--- src/rtl/axi_full_mst_burst.sv ---
// -----------------------------------------------------------------------------
// axi_full_mst_burst
//
// Command-driven AXI4-full initiator. A single read or write burst command is
// turned into one AW/W/B or AR/R transaction (INCR bursts only, one transaction
// outstanding). Write beats stream in from the WR_* port, and read beats stream
// out on the RD_* port. Both streams pass straight through to the memory
// channel. DONE pulses for one cycle at the end of every command, and DONE_RESP
// carries the worst response seen during the burst.
//
// Ports
//   CLK, RSTn            clock, asynchronous active-low reset
//   CMD_*                command request (write flag, byte address, AXI LEN)
//   WR_*                 write beat stream into the block
//   RD_*                 read beat stream out of the block
//   DONE, DONE_RESP      completion pulse and worst response (OKAY/SLVERR/DECERR)
//   MEM_AW*, MEM_W*,
//   MEM_B*, MEM_AR*,
//   MEM_R*               AXI4-full initiator interface
//
// Optional feature (macro AXI_MST_STAT_EN)
//   Adds ERR_CNT (16 bit, saturating count of completions with a non-OKAY
//   response) and BEAT_CNT (32 bit, wrapping count of W/R data handshakes).
// -----------------------------------------------------------------------------
module axi_full_mst_burst #(
  parameter int DW     = 128,
  parameter int AW     = 32,
  parameter int IDW    = 8,
  parameter int TXN_ID = 0
) (
  input  logic              CLK,
  input  logic              RSTn,

  input  logic              CMD_VALID,
  output logic              CMD_READY,
  input  logic              CMD_WRITE,
  input  logic [AW-1:0]     CMD_ADDR,
  input  logic [7:0]        CMD_LEN,

  input  logic              WR_VALID,
  output logic              WR_READY,
  input  logic [DW-1:0]     WR_DATA,
  input  logic [DW/8-1:0]   WR_STRB,

  output logic              RD_VALID,
  input  logic              RD_READY,
  output logic [DW-1:0]     RD_DATA,
  output logic              RD_LAST,

  output logic              DONE,
  output logic [1:0]        DONE_RESP,

  output logic [IDW-1:0]    MEM_AWID,
  output logic [AW-1:0]     MEM_AWADDR,
  output logic [7:0]        MEM_AWLEN,
  output logic [2:0]        MEM_AWSIZE,
  output logic [1:0]        MEM_AWBURST,
  output logic              MEM_AWVALID,
  input  logic              MEM_AWREADY,

  output logic [DW-1:0]     MEM_WDATA,
  output logic [DW/8-1:0]   MEM_WSTRB,
  output logic              MEM_WLAST,
  output logic              MEM_WVALID,
  input  logic              MEM_WREADY,

  input  logic [IDW-1:0]    MEM_BID,
  input  logic [1:0]        MEM_BRESP,
  input  logic              MEM_BVALID,
  output logic              MEM_BREADY,

  output logic [IDW-1:0]    MEM_ARID,
  output logic [AW-1:0]     MEM_ARADDR,
  output logic [7:0]        MEM_ARLEN,
  output logic [2:0]        MEM_ARSIZE,
  output logic [1:0]        MEM_ARBURST,
  output logic              MEM_ARVALID,
  input  logic              MEM_ARREADY,

  input  logic [IDW-1:0]    MEM_RID,
  input  logic [DW-1:0]     MEM_RDATA,
  input  logic [1:0]        MEM_RRESP,
  input  logic              MEM_RLAST,
  input  logic              MEM_RVALID,
  output logic              MEM_RREADY
`ifdef AXI_MST_STAT_EN
  ,
  output logic [15:0]       ERR_CNT,
  output logic [31:0]       BEAT_CNT
`endif
);

  localparam int BYTES = DW / 8;
  localparam int SZ    = $clog2(BYTES);

  typedef enum logic [2:0] {
    S_IDLE,
    S_AWR,
    S_WDAT,
    S_BRSP,
    S_ARD,
    S_RDAT,
    S_FIN
  } state_t;

  state_t          state, state_nxt;
  logic [AW-1:0]   addr_q, addr_nxt;
  logic [7:0]      len_q, len_nxt;
  logic [7:0]      cnt, cnt_nxt;
  logic [1:0]      resp, resp_nxt;

  logic [AW-1:0]   aligned_addr;
  logic [31:0]     end_off;
  logic            crosses_4k;

  // Response IDs are not checked and the sub-beat address bits are dropped.
  logic            unused_ok;
  assign unused_ok = ^{MEM_BID, MEM_RID, CMD_ADDR[SZ-1:0]};

  assign aligned_addr = {CMD_ADDR[AW-1:SZ], {SZ{1'b0}}};

  // End offset of the burst within its 4KB page. Exactly 4096 still fits.
  assign end_off    = {20'd0, aligned_addr[11:0]} + ((32'(CMD_LEN) + 32'd1) << SZ);
  assign crosses_4k = end_off > 32'd4096;

  // Fixed address-channel fields and data pass-throughs.
  assign MEM_AWID    = IDW'(TXN_ID);
  assign MEM_ARID    = IDW'(TXN_ID);
  assign MEM_AWSIZE  = 3'(SZ);
  assign MEM_ARSIZE  = 3'(SZ);
  assign MEM_AWBURST = 2'b01;
  assign MEM_ARBURST = 2'b01;
  assign MEM_AWADDR  = addr_q;
  assign MEM_ARADDR  = addr_q;
  assign MEM_AWLEN   = len_q;
  assign MEM_ARLEN   = len_q;
  assign MEM_WDATA   = WR_DATA;
  assign MEM_WSTRB   = WR_STRB;
  assign RD_DATA     = MEM_RDATA;
  assign RD_LAST     = MEM_RLAST;

  always_ff @(posedge CLK or negedge RSTn) begin
    if (!RSTn) begin
      state  <= S_IDLE;
      addr_q <= '0;
      len_q  <= '0;
      cnt    <= '0;
      resp   <= '0;
    end else begin
      state  <= state_nxt;
      addr_q <= addr_nxt;
      len_q  <= len_nxt;
      cnt    <= cnt_nxt;
      resp   <= resp_nxt;
    end
  end

  always_comb begin
    state_nxt   = state;
    addr_nxt    = addr_q;
    len_nxt     = len_q;
    cnt_nxt     = cnt;
    resp_nxt    = resp;
    CMD_READY   = 1'b0;
    WR_READY    = 1'b0;
    MEM_WVALID  = 1'b0;
    MEM_WLAST   = 1'b0;
    MEM_AWVALID = 1'b0;
    MEM_ARVALID = 1'b0;
    MEM_BREADY  = 1'b0;
    RD_VALID    = 1'b0;
    MEM_RREADY  = 1'b0;
    DONE        = 1'b0;
    DONE_RESP   = 2'b00;

    case (state)
      S_IDLE: begin
        // Gated by RSTn so CMD_READY is low while reset is held, even though
        // the state register already sits in IDLE.
        CMD_READY = RSTn;
        if (CMD_VALID && RSTn) begin
          addr_nxt = aligned_addr;
          len_nxt  = CMD_LEN;
          if (crosses_4k) begin
            resp_nxt  = 2'b10;
            state_nxt = S_FIN;
          end else if (CMD_WRITE) begin
            state_nxt = S_AWR;
          end else begin
            state_nxt = S_ARD;
          end
        end
      end

      S_AWR: begin
        MEM_AWVALID = 1'b1;
        if (MEM_AWREADY) state_nxt = S_WDAT;
      end

      S_WDAT: begin
        WR_READY   = MEM_WREADY;
        MEM_WVALID = WR_VALID;
        MEM_WLAST  = (cnt == len_q);
        if (WR_VALID && MEM_WREADY) begin
          if (cnt == len_q) begin
            cnt_nxt   = '0;
            state_nxt = S_BRSP;
          end else begin
            cnt_nxt = cnt + 8'd1;
          end
        end
      end

      S_BRSP: begin
        MEM_BREADY = 1'b1;
        if (MEM_BVALID) begin
          resp_nxt  = MEM_BRESP;
          state_nxt = S_FIN;
        end
      end

      S_ARD: begin
        MEM_ARVALID = 1'b1;
        if (MEM_ARREADY) state_nxt = S_RDAT;
      end

      S_RDAT: begin
        RD_VALID   = MEM_RVALID;
        MEM_RREADY = RD_READY;
        if (MEM_RVALID && RD_READY) begin
          // DECERR > SLVERR > OKAY numerically, so max is the worst response.
          if (MEM_RRESP > resp) resp_nxt = MEM_RRESP;
          // Whichever of RLAST or the local count ends first closes the burst.
          if (MEM_RLAST || (cnt == len_q)) begin
            cnt_nxt   = '0;
            state_nxt = S_FIN;
          end else begin
            cnt_nxt = cnt + 8'd1;
          end
        end
      end

      S_FIN: begin
        DONE      = 1'b1;
        DONE_RESP = resp;
        resp_nxt  = 2'b00;
        state_nxt = S_IDLE;
      end

      default: begin
        state_nxt = S_IDLE;
      end
    endcase
  end

`ifdef AXI_MST_STAT_EN
  logic [15:0] err_cnt;
  logic [31:0] beat_cnt;

  always_ff @(posedge CLK or negedge RSTn) begin
    if (!RSTn) begin
      err_cnt  <= '0;
      beat_cnt <= '0;
    end else begin
      if (DONE && (DONE_RESP != 2'b00) && (err_cnt != 16'hFFFF))
        err_cnt <= err_cnt + 16'd1;
      if ((MEM_WVALID && MEM_WREADY) || (MEM_RVALID && MEM_RREADY))
        beat_cnt <= beat_cnt + 32'd1;
    end
  end

  assign ERR_CNT  = err_cnt;
  assign BEAT_CNT = beat_cnt;
`endif

endmodule

--- config.mk ---
export PLATFORM = sky130hd
export DESIGN_NAME = axi_full_mst_burst
export DESIGN_NICKNAME = d
export VERILOG_FILES = /design/src/rtl/axi_full_mst_burst.sv
export SDC_FILE = /design/constraint.sdc
export NUM_CORES = 1
export LEC_CHECK = 0
export CAP_MARGIN = 20
export CORE_AREA = 10 10 280 282
export CTS_CLUSTER_DIAMETER = 30
export DETAILED_ROUTE_END_ITERATION = 6
export DIE_AREA = 0 0 290 292
export GPL_ROUTABILITY_DRIVEN = 0
export PLACE_DENSITY = 0.43
export SETUP_SLACK_MARGIN = 0.15
export SLEW_MARGIN = 10
export SYNTH_ARGS = -nofsm -noshare
export SYNTH_HDL_FRONTEND = slang
export SYNTH_SLANG_ARGS = --single-unit
export TNS_END_PERCENT = 1
--- constraint.sdc ---
create_clock -name CLK -period 2.4 [get_ports CLK]
set_input_delay 0.24 -clock CLK [delete_from_list [all_inputs] [get_ports CLK]]
set_output_delay 0.24 -clock CLK [all_outputs]
set_load 0.005 [all_outputs]
==> flow_metrics.env <==
export IMPL_final_area_sq_mm=0.00621
export IMPL_syn_instance_count=620
export IMPL_worstHoldPathType="input pin to flop"
export IMPL_tightest_slew_ps=792
export IMPL_worst_r2r_path_depth=6
export IMPL_grt_usage_pct=4.76
export IMPL_die_x_um=290
export IMPL_insertion_delay_ps=340
export IMPL_power_density_mw_per_mm2=917
export IMPL_r2r_start="MEM_ARLEN[2]"
export IMPL_register_area_sq_mm=0.00123
export IMPL_rrSetupSlack_ps=250
export IMPL_row_count=99
export IMPL_dp_final_hpwl_um=17500
export IMPL_reg2reg_to="cnt[5]"
export IMPL_finClkSkew_ps=20.7
export IMPL_vias_per_cell=2.35
export IMPL_cts_inserted_buffers=5
export IMPL_fillers=8512
export IMPL_antenna_left=0
export IMPL_grt_pass1_wl_um=28900
export IMPL_drv_slew=0
export IMPL_min_to="MEM_ARLEN[1]"
export IMPL_synth_async_reset_ratio_pct=100
export IMPL_crit_type="input pin to flop"
export IMPL_drive_gt1_share_pct=26.4
export IMPL_grt_pass1_vias=3848
export IMPL_relSlewSlack_pct=47.2
export IMPL_rsz0062_at_grt="true"
export IMPL_min_from="CMD_LEN[1]"
export IMPL_core_sq_mm=0.0726
export IMPL_die_h_um=292
export IMPL_synth_distinct_cells=51
export IMPL_synthFlopType="dfrtp_1"
export IMPL_cts_tree="built"
export IMPL_required_ps=2610
export IMPL_ios=735
export IMPL_whs_ps=151
export IMPL_critPathMaxFanout=4
export IMPL_wl_per_cell_um=14.6
export IMPL_critPathCaptureType="flop"
export IMPL_postLayoutCoreUtil_pct=8.56
export IMPL_synth_edf_count=0
export IMPL_syn_area_per_cell_sq_um=8.76
export IMPL_synth_ff_latch_count=49
export IMPL_irDropWorstVdd_mv=0.355
export IMPL_antenna_found_initial=0
export IMPL_dpl_cell_area_sq_mm=0.00581
export IMPL_fmax_mhz=358
export IMPL_num_vias=3412
export IMPL_tns_ps=-1370
export IMPL_drt_wl_total_um=21200
export IMPL_fin_crit_ps=2790
export IMPL_path_clk_slew_ps=90
export IMPL_grt_max_degree=50
export IMPL_fin_crit_sh_pct=116
export IMPL_io_buffer_count=136
export IMPL_fin_nets=849
export IMPL_hold_depth=2
export IMPL_first_pass_iters=4
export IMPL_hold_viol=0
export IMPL_p_leak_uw=0.00224
export IMPL_status="complete, but fails checks"
export IMPL_cts_max_path_buffers=2
export IMPL_ys_warn_count=0
export IMPL_drc_errors=0
export IMPL_cts_root_buffer="clkbuf_16"
export IMPL_setup_ws_ps=-392
export IMPL_seq_area_frac_synth_pct=22.6
export IMPL_drt_iter0_drc=106
export IMPL_initial_utilization_pct=7.48
export IMPL_violations="negative setup slack"
export IMPL_multi_input_area_sq_mm=0.00186
export IMPL_flow_area_growth_from_synthesis_pct=14.4
export IMPL_finalSetupViolations=6
export IMPL_cp_data_arrival_time_ps=3010
export IMPL_worstSetupStartpointType="input pin"
export IMPL_syn_area_sq_mm=0.00543
export IMPL_cts_htree_levels=2
export IMPL_grt_overflow_total=0
export IMPL_dieArea_sq_mm=0.0847
export IMPL_cts_num_sinks=49
export IMPL_drv_cap=0
==> cells in the mapped netlist (2+ instances only) <==
| master | instances | area share (%) |
|---|---|---|
| nand3b_1 | 2 | 0.28 |
| dfrtp_1 | 49 | 23 |
| a21oi_1 | 14 | 1.3 |
| mux2_2 | 35 | 7.3 |
| nand2b_1 | 6 | 0.69 |
| clkbuf_1 | 6 | 0.41 |
| nand3_1 | 9 | 0.83 |
| o21ai_0 | 15 | 1.4 |
| a22o_1 | 2 | 0.32 |
| buf_4 | 343 | 47 |
| inv_1 | 5 | 0.35 |
| a21o_1 | 3 | 0.41 |
| xnor2_1 | 13 | 2.1 |
| or2_1 | 2 | 0.23 |
| nor2_1 | 19 | 1.3 |
| o31ai_1 | 3 | 0.41 |
| xor2_1 | 4 | 0.65 |
| a31o_1 | 2 | 0.32 |
| o21ai_1 | 2 | 0.18 |
| nand2_1 | 22 | 1.5 |
| nor3_1 | 6 | 0.55 |
| conb_1 | 2 | 0.14 |
| and2_1 | 2 | 0.23 |
| and3_1 | 8 | 0.92 |
| nor2b_1 | 4 | 0.46 |
| nand4_1 | 3 | 0.35 |
| o211ai_1 | 2 | 0.28 |
| ha_1 | 13 | 3.0 |
| buf_2 | 2 | 0.18 |
==> worst max-delay path: stages <==
cell,delay [ps]
buf_8,100
ha_4,270
fa_2,430
nor2_2,150
o211ai_1,120
a311o_1,380
nor4_4,320
o2111ai_2,200
o31ai_4,110
buf_12,160
o41ai_4,60
nand3b_1,140
mux2_4,310
==> area by class of cell <==
| class | instances | area share [%] |
|---|---|---|
| Tap cell | 959 | 19.3 |
| Antenna cell | 2 | 0.0805 |
| Timing Repair Buffer | 183 | 28.0 |
| Inverter | 5 | 0.302 |
| Multi-Input combinational cell | 247 | 29.9 |
| Clock inverter | 3 | 0.544 |
| Clock buffer | 5 | 2.01 |
| Sequential cell | 49 | 19.8 |
==> metrics by stage <==
step | setup slack, ps | power, uW | cells
after floorplan | -203 | 3410 | 652
after global placement | -1130 | 4830 | 1432
after detailed placement | -1230 | 4820 | 1432
after CTS | -250 | 5850 | 1447
after global routing | -477 | 6200 | 1451
final | -392 | 5700 | 1453
==> repair_timing <==
| action | CTS | global route |
|---|---|---|
| resized for setup | 62 | 12 |
| endpoints found under the setup margin | 14 | 13 |
| buffers inserted | 7 | 4 |
| pin swaps | 18 | 12 |
| hold buffers | 0 | 0 |
==> registers in the layout, indices dropped and copies added (netlist names) <==
signal / flops
cnt: 8
MEM_ARADDR: 28
state: 3
MEM_ARLEN: 8
resp: 2
==> how the worst max path moves through the flow <==
stage,startpoint,to,slack (ps),cells after the start
after floorplan,CMD_LEN[0],resp[0],-200,14
after global placement,CMD_LEN[0],resp[0],-1130,15
after detailed placement,CMD_LEN[0],resp[0],-1230,15
after CTS,CMD_LEN[1],resp[0],-250,16
after global routing,CMD_LEN[1],resp[0],-480,16
final,CMD_LEN[1],resp[0],-390,13
==> metal layers <==
layer	global-route usage (%)	up-vias	share of wire, %	routed length [um]
li1	-	1398	-	-
met1	4.71	1530	35	7480
met5	0.397	-	0.20	42
met2	6.75	343	42	8820
met4	3.72	2	7.3	1550
met3	3.41	139	16	3310
==> power breakdown <==
part	switching (uW)	internal, uW
Combinational	1250	1940
Sequential	431	1190
Clock	474	404
Total	2160	3540
==> cell usage in the layout (no fill, tap or decap), types with 4 or more instances in the layout <==
cell type	n
clkdlybuf4s50_1	124
dfrtp_1	46
buf_4	43
mux2_2	35
conb_1	34
nand2_1	19
nor2_1	17
o21ai_0	14
xnor2_1	12
a21oi_1	12
ha_1	9
and3_1	8
nand3_1	7
nand2b_1	6
nor3_1	6
inv_1	5
clkbuf_16	5
nor2b_1	4
buf_6	4
==> cells by family after synthesis <==
group | count (synthesis) | share of synthesized area, %
buffers and inverters | 356 | 48.4
and+or+nand+nor | 91 | 8.71
AOI/OAI and AO/OA | 54 | 6.38
DFF | 49 | 22.6
muxes | 37 | 7.72
xor gates and xnor gates | 17 | 2.74
adders and majority gates | 14 | 3.36
other | 2 | 0.138
Note: power is estimated with default switching activity, not from simulation.
